<file path="config.mk">
export PLATFORM = sky130hd
export DESIGN_NAME = gshare_predictor
export DESIGN_NICKNAME = d
export VERILOG_FILES = /design/src/rtl/gshare_predictor.sv
export SDC_FILE = /design/constraint.sdc
export NUM_CORES = 2
export LEC_CHECK = 0
export ABC_AREA = 1
export BUFFER_PORTS_ARGS = -buffer_cell sky130_fd_sc_hd__buf_2
export CORE_UTILIZATION = 57
export CTS_BUF_LIST = sky130_fd_sc_hd__clkbuf_16
export DETAILED_ROUTE_END_ITERATION = 6
export HOLD_SLACK_MARGIN = 0.08
export PLACE_DENSITY = 0.78
export SYNTH_ARGS = -nofsm -noshare
export SYNTH_HDL_FRONTEND = slang
export SYNTH_SLANG_ARGS = --single-unit
export TNS_END_PERCENT = 30
</file>
<file path="constraint.sdc">
create_clock -name clk -period 1.9 [get_ports clk]
set_clock_uncertainty 0.15 [all_clocks]
set_input_delay 0.19 -clock clk [delete_from_list [all_inputs] [get_ports clk]]
set_output_delay 0.19 -clock clk [all_outputs]
set_load 0.05 [all_outputs]
</file>
<file path="src/rtl/gshare_predictor.sv">
// gshare_predictor: global-history conditional-branch direction predictor.
//
// Fetch presents lk_pc each cycle and gets a same-cycle prediction (lk_taken)
// plus the table index used (lk_idx). When the branch resolves, execute returns
// that index with the real outcome. The block then trains the indexed 2-bit
// counter, shifts the outcome into the global history, and bumps saturating
// branch/mispredict statistics.
//
// Ports:
//   clk, reset_n         clock, async active-low reset
//   lk_pc                fetch PC to predict
//   lk_taken, lk_idx     prediction and the PHT index behind it (combinational)
//   upd_valid            a conditional branch resolved this cycle
//   upd_idx              index carried with the resolving branch
//   upd_taken            actual outcome
//   upd_mispredict       prediction was wrong (qualified by upd_valid)
//   clr_stats            synchronous clear of br_count/mis_count
//   ghr                  global history, LSB = newest outcome
//   br_count, mis_count  saturating statistics

// One 2-bit saturating counter of the pattern history table.
module gshare_ctr #(
  parameter logic [1:0] CTR_INIT = 2'b01
) (
  input  logic       clk,
  input  logic       reset_n,
  input  logic       upd_en,
  input  logic       upd_taken,
  output logic [1:0] ctr
);
  always_ff @(posedge clk or negedge reset_n) begin
    if (!reset_n) begin
      ctr <= CTR_INIT;
    end else if (upd_en) begin
      if (upd_taken) begin
        if (ctr != 2'b11) ctr <= ctr + 2'b01;
      end else begin
        if (ctr != 2'b00) ctr <= ctr - 2'b01;
      end
    end
  end
endmodule

module gshare_predictor #(
  parameter int         DBITS          = 32,
  parameter int         GHR_BITS       = 8,
  parameter int         PHT_INDEX_BITS = 8,
  parameter logic [1:0] CTR_INIT       = 2'b01,
  parameter int         STAT_BITS      = 16
) (
  input  logic                      clk,
  input  logic                      reset_n,
  input  logic [DBITS-1:0]          lk_pc,
  output logic                      lk_taken,
  output logic [PHT_INDEX_BITS-1:0] lk_idx,
  input  logic                      upd_valid,
  input  logic [PHT_INDEX_BITS-1:0] upd_idx,
  input  logic                      upd_taken,
  input  logic                      upd_mispredict,
  input  logic                      clr_stats,
  output logic [GHR_BITS-1:0]       ghr,
  output logic [STAT_BITS-1:0]      br_count,
  output logic [STAT_BITS-1:0]      mis_count
);
  localparam int ENTRIES = 1 << PHT_INDEX_BITS;

  logic [ENTRIES-1:0][1:0] pht;
  logic [ENTRIES-1:0]      hit;

  // Word-aligned PC hashed with history; shorter history is zero-extended.
  assign lk_idx   = lk_pc[PHT_INDEX_BITS+1:2] ^ PHT_INDEX_BITS'(ghr);
  // Reads current state only: a same-cycle update to this entry is not bypassed.
  assign lk_taken = pht[lk_idx][1];

  genvar i;
  generate
    for (i = 0; i < ENTRIES; i++) begin : g_pht
      assign hit[i] = upd_valid && (upd_idx == PHT_INDEX_BITS'(i));
      gshare_ctr #(.CTR_INIT(CTR_INIT)) u_ctr (
        .clk      (clk),
        .reset_n  (reset_n),
        .upd_en   (hit[i]),
        .upd_taken(upd_taken),
        .ctr      (pht[i])
      );
    end
  endgenerate

  // History is trained with resolved outcomes only, so it never needs repair.
  generate
    if (GHR_BITS > 1) begin : g_ghr_wide
      always_ff @(posedge clk or negedge reset_n) begin
        if (!reset_n)       ghr <= '0;
        else if (upd_valid) ghr <= {ghr[GHR_BITS-2:0], upd_taken};
      end
    end else begin : g_ghr_one
      always_ff @(posedge clk or negedge reset_n) begin
        if (!reset_n)       ghr <= '0;
        else if (upd_valid) ghr <= upd_taken;
      end
    end
  endgenerate

  // Statistics: clear beats increment; both stick at all-ones.
  always_ff @(posedge clk or negedge reset_n) begin
    if (!reset_n) begin
      br_count  <= '0;
      mis_count <= '0;
    end else if (clr_stats) begin
      br_count  <= '0;
      mis_count <= '0;
    end else if (upd_valid) begin
      if (br_count != '1)                     br_count  <= br_count + STAT_BITS'(1);
      if (upd_mispredict && mis_count != '1)  mis_count <= mis_count + STAT_BITS'(1);
    end
  end
endmodule

</file>
Word level (Yosys, flattened, before mapping)
Index checks and enable logic that the tools add are counted.

Flip-flop bits (word level): 552. Input port bits: 46. Word-level logic and storage cells: 3351. Output and inout port bits: 49.

Add/sub/neg operators: 514. Mux-type cells: 776. Equal/unequal tests: 769. Magnitude comparators: 1. Bitwise gates (word level): 1. Reduce and logical (&&, ||, !) cells: 1031.

Operators with widths (number): $mux W2 (769); $reduce_bool A2 Y1 (515); $eq A8 B8 Y1 const B (128); $reduce_and A3 Y1 (256); $add A2 B1 Y2 const B (256); $eq A8 B7 Y1 const B (64); $ne A2 B1 Y1 const B (256); $ne A2 B2 Y1 const B (256); $sub A2 B1 Y2 const B (256); $logic_and A1 B1 Y1 (257); $eq A8 B6 Y1 const B (32); $eq A8 B5 Y1 const B (16); $mux W16 (6); $eq A8 B4 Y1 const B (8); $add A16 B1 Y16 const B (2); $eq A8 B3 Y1 const B (4); $ne A16 B16 Y1 const B (2); $bmux W2 S8 (1); $eq A8 B2 Y1 const B (2); $lt A8 B9 Y1 const B (1); $eq A8 B1 Y1 const B (1); $logic_not A8 Y1 (1); $xor A8 B8 Y8 (1); $reduce_and A2 Y1 (2).

Depth between registers and ports, before layout
Word-level depth: 5. Gate-level depth with buffers: 15. Depth with buffers taken out: 13.

Modules after synthesis
A second synthesis with hierarchy kept.

Cell total of the unflattened synthesis: 4750. Area total of the unflattened synthesis: 33470.9 µm².

By module, submodules not included: gshare_ctr (area an instance 103.8 µm², times used 256, cells an instance 13, seq. area each 51.3 µm²); gshare_predictor (area an instance 6885.4 µm², times used 1, cells an instance 1422, seq. area each 1001.0 µm²).

Worst setup path after synthesis
OpenSTA, ideal clock, no wires.

Path type: register to output. Start point: register ghr[0]. End point: output lk_taken. Slack: -1087 ps. Data required time: 1560 ps. Stages on the path, launching flop included: 13. Arrival time: 2647 ps. Path buffers: 2. Cell sequence: dfrtp_1 -> nand2_1 -> nand2_1 -> buf_2 -> buf_1 -> o211ai_1 -> nand3_1 -> nand3_1 -> nand3_1 -> nand3_1 -> nand3_1 -> nand3_1 -> nand2_1.

Longest elaborated chain between the ends: 3.

RTL lines: from (decl) (RTL line 61) `output logic [GHR_BITS-1:0] ghr,`; from (signal assigned) (RTL line 94) `else if (upd_valid) ghr <= {ghr[GHR_BITS-2:0], upd_taken};`; $xor A8 B8 Y8 (RTL line 71) `assign lk_idx = lk_pc[PHT_INDEX_BITS+1:2] ^ PHT_INDEX_BITS'(ghr);`; net lk_idx[0] (RTL line 55) `output logic [PHT_INDEX_BITS-1:0] lk_idx,`; $bmux W2 S8 (RTL line 73) `assign lk_taken = pht[lk_idx][1];`; $mux W2 (implied by the code) (RTL line 73); to (decl) (RTL line 54) `output logic lk_taken,`.

The timed path passes the listed nets, and every way through them passes these cells. The select of a mux whose other input is x is not followed.

Worst setup path in the final report
Start point: register ghr[0]. End point: output lk_taken.

Longest elaborated chain between the ends: 3.

RTL lines (RTL line): $xor A8 B8 Y8 (71); $bmux W2 S8 (73); $mux W2 (implied by the code) (73).

No other way between the ends. The select of a mux whose other input is x is not followed.

==> impl_metrics.toml <==
[run_status]
status = "finished with violations"
violations = "DRC, setup timing"

[drt]
drt-pass1-iter-count = 7
drt_iter0_drc = 3744
drc_errors = 4
via_per_inst = 6.07
wl_met2_um = 42400
ant_nets = 0
routed_wl_um = 94700
met1_length_um = 38200
met3WireLength_um = 9460
detail_route.wl_per_cell_um = 19.2
dr_total_vias = 30000
highest_layer = "met4"

[clock_network]
clock-root-buffer = "clkbuf_16"
path_clk_slew_ns = 0.06
cts_sinks = 552
numCtsBuffers = 59
insertion_delay_ns = 0.63
cts_tree = "yes"
cts.path.max_buffers = 3
htreeDepth = 2

[critical_path]
path_cells = "inv_4 -> nand2_4 -> nand2_8 -> buf_12 -> buf_4 -> nand2_1 -> nand3_1 -> nand3_1 -> nand3_1 -> nand3_2 -> nand3_1 -> nand3_1 -> nand3_2 -> nand2_4 -> buf_8"
cp-end-kind = "output pin"
worstReg2RegEnd = "br_count[14]$_DFFE_PN0P_"
critPathTopFamily = "simple AND/OR/NAND/NOR gates"
path_buf_inv = 4
r2r_slack_ns = 0.02
cp.arrival_ns = 2.75
rr_startpoint = "br_count[0]$_DFFE_PN0P_"
critPathSlowestCell = "dfrtp_2"
critical_path_class = "flop to output pin"
cp_slowest_stage_delay_ns = 0.46
startpoint_type = "flop"
crit_path_max_fanout = 12
rr_worst_depth = 9
crit_top_cell = "nand3_1"
crit_required_ns = 1.56

[yosys]
synth_area_leaders = "dfrtp_1 25%, dfstp_2 22%, o21ai_0 14%"
syn_avg_cell_area_um2 = 7.70
yosysWarnings = 0
yosysSeqAreaShare_pct = 47.3
syn-num-nets = 3932
synth_area_mm2 = 0.0299
synth.top_cell.area_share_pct = 24.8
synth-edff-count = 0
yosysTopAreaCell = "dfrtp_1"
synth_ff_type = "dfrtp_1"
async_reset_ff_share_pct = 100
netlist_instances = 3884
yosysUniqueCellTypes = 34
yosys_register_bits = 552

[placement]
placed_cell_area_mm2 = 0.0336
placedCellCount = 4787
hpwl_um = 63000
preCtsSetupSlack_ns = -0.589
gp_congestion = 0.975
portBuffers = 70

[layout]
finish.instance_area_mm2 = 0.0365
antenna_cells = 0
fillers = 3841
area_delta_synth_final_pct = 22.2
area.sequential_mm2 = 0.0142
finalNetCount = 4254
drive_above_1_share_pct = 21.7
final_cell_mix = "808 x o21ai_0, 553 x nand2_1, 515 x inv_1"
layout_commonest_cell = "o21ai_0"
fin_cells = 4936
multi_input_area_mm2 = 0.0136
fin_util_pct = 70.8

[timing]
hold_viol = 0
fin_ws_ns = -1.19
rsz0062_at_grt = "true"
finalMaxSlewViolations = 0
setup_tns_ns = -2.66
period_share_pct = 163
tightest_slew_ns = 0.616
fin_crit_ns = 3.09
max_clock_freq_ghz = 0.324
finalSetupViolations = 11
hold_slack_ns = 0.0167
relSlewSlack_pct = 58.9

[power_and_ir_drop]
p_leak_nw = 16.1
finalPower_mw = 29.3
power_density_mw_per_mm2 = 802
ir_drop_mv = 0.750

[floorplan]
start_util_pct = 57.9
core_area_mm2 = 0.0516
fp.dieW_um = 231
die_h_um = 231
boundaryPins = 95
die-area_mm2 = 0.0534
rows = 83

[global_routing]
grt_pass1_wl_um = 147000
grt-ovfl-total = 0
gr-usage-all-layers_pct = 34.7
antenna_found_initial = 0
grt_pass1_vias = 27900
grt_start_max_net_pins = 118

[min_path]
min_from = "upd_idx[0]"
holdPathEnd = "g_pht[78].u_ctr.ctr[0]$_DFFE_PN1P_"
hold_class = "input port to flop"
min_path_cells = 8

[job]
max_cap_viol_count = 0
sequential cells by signal, indices dropped and copies added (netlist names):
name,cells
br_count,16
mis_count,16
ghr,8
g_pht.u_ctr.ctr,512
final cells by class:
class                           instances  area share, %
Tap cell                              680           2.33
Clock inverter                         50          0.966
Clock buffer                           61           4.18
Timing Repair Buffer                  422           10.8
Sequential cell                       552           38.7
Inverter                              553           5.79
Multi-Input combinational cell       2618           37.2
power by group:
part	switching (mW)	total [mW]	internal, mW
registers	0.504	13.1	12.6
logic	3.02	4.78	1.76
clock network	4.96	11.4	6.45
metal layers:
layer  track usage (%)  vias up
met2              53.5     1546
met4              17.1        0
met3              6.25      288
li1                  -    13900
met1              47.3    14200
met5                 0        -
cell usage after synthesis (6+ instances only):
cell type / count
xnor2_1: 6
nor3_1: 123
buf_2: 23
nand2_1: 570
inv_2: 49
nand3_1: 274
o21ai_1: 93
dfstp_2: 256
buf_1: 19
a21oi_1: 139
dfrtp_1: 296
nor2_1: 224
clkbuf_1: 120
o21ai_0: 818
a211oi_1: 58
inv_1: 502
maj3_1: 44
nand4_1: 6
o211ai_1: 122
o22ai_1: 114
cell families (layout without fill, tap and decap cells):
kind of cell	Yosys count	count (layout)	share of synthesized area (%)
compound gates	1348	1348	24.6
xor+xnor	11	11	0.398
fa+ha+maj	46	46	1.56
buf+inv	715	1086	9.07
flops	552	552	47.3
simple gates	1212	1213	17.1
worst max path at each step:
stage                             from  endpoint  depth (start not counted)
floorplan           ghr[0]$_DFFE_PN0P_  lk_taken                         14
global placement    ghr[1]$_DFFE_PN0P_  lk_taken                         11
detailed placement  ghr[0]$_DFFE_PN0P_  lk_taken                         15
CTS                 ghr[0]$_DFFE_PN0P_  lk_taken                         15
global route        ghr[0]$_DFFE_PN0P_  lk_taken                         15
finish              ghr[0]$_DFFE_PN0P_  lk_taken                         15
worst min-delay path: stages:
cell,delay [ns]
buf_2,0.11
inv_1,0.07
nand2_2,0.11
nor2_2,0.05
inv_1,0.06
nor2_1,0.07
nand2_1,0.05
o21ai_0,0.07
what timing repair did:
item,4_1_cts,5_1_grt
hold buffers,16,2
resized for setup,42,124
buffers inserted,4,11
endpoints found under the setup margin,16,323
gates cloned,6,3
hold endpoints to repair,795,5
pin swaps,6,14
No activity file was read; power rests on OpenSTA's default activity.
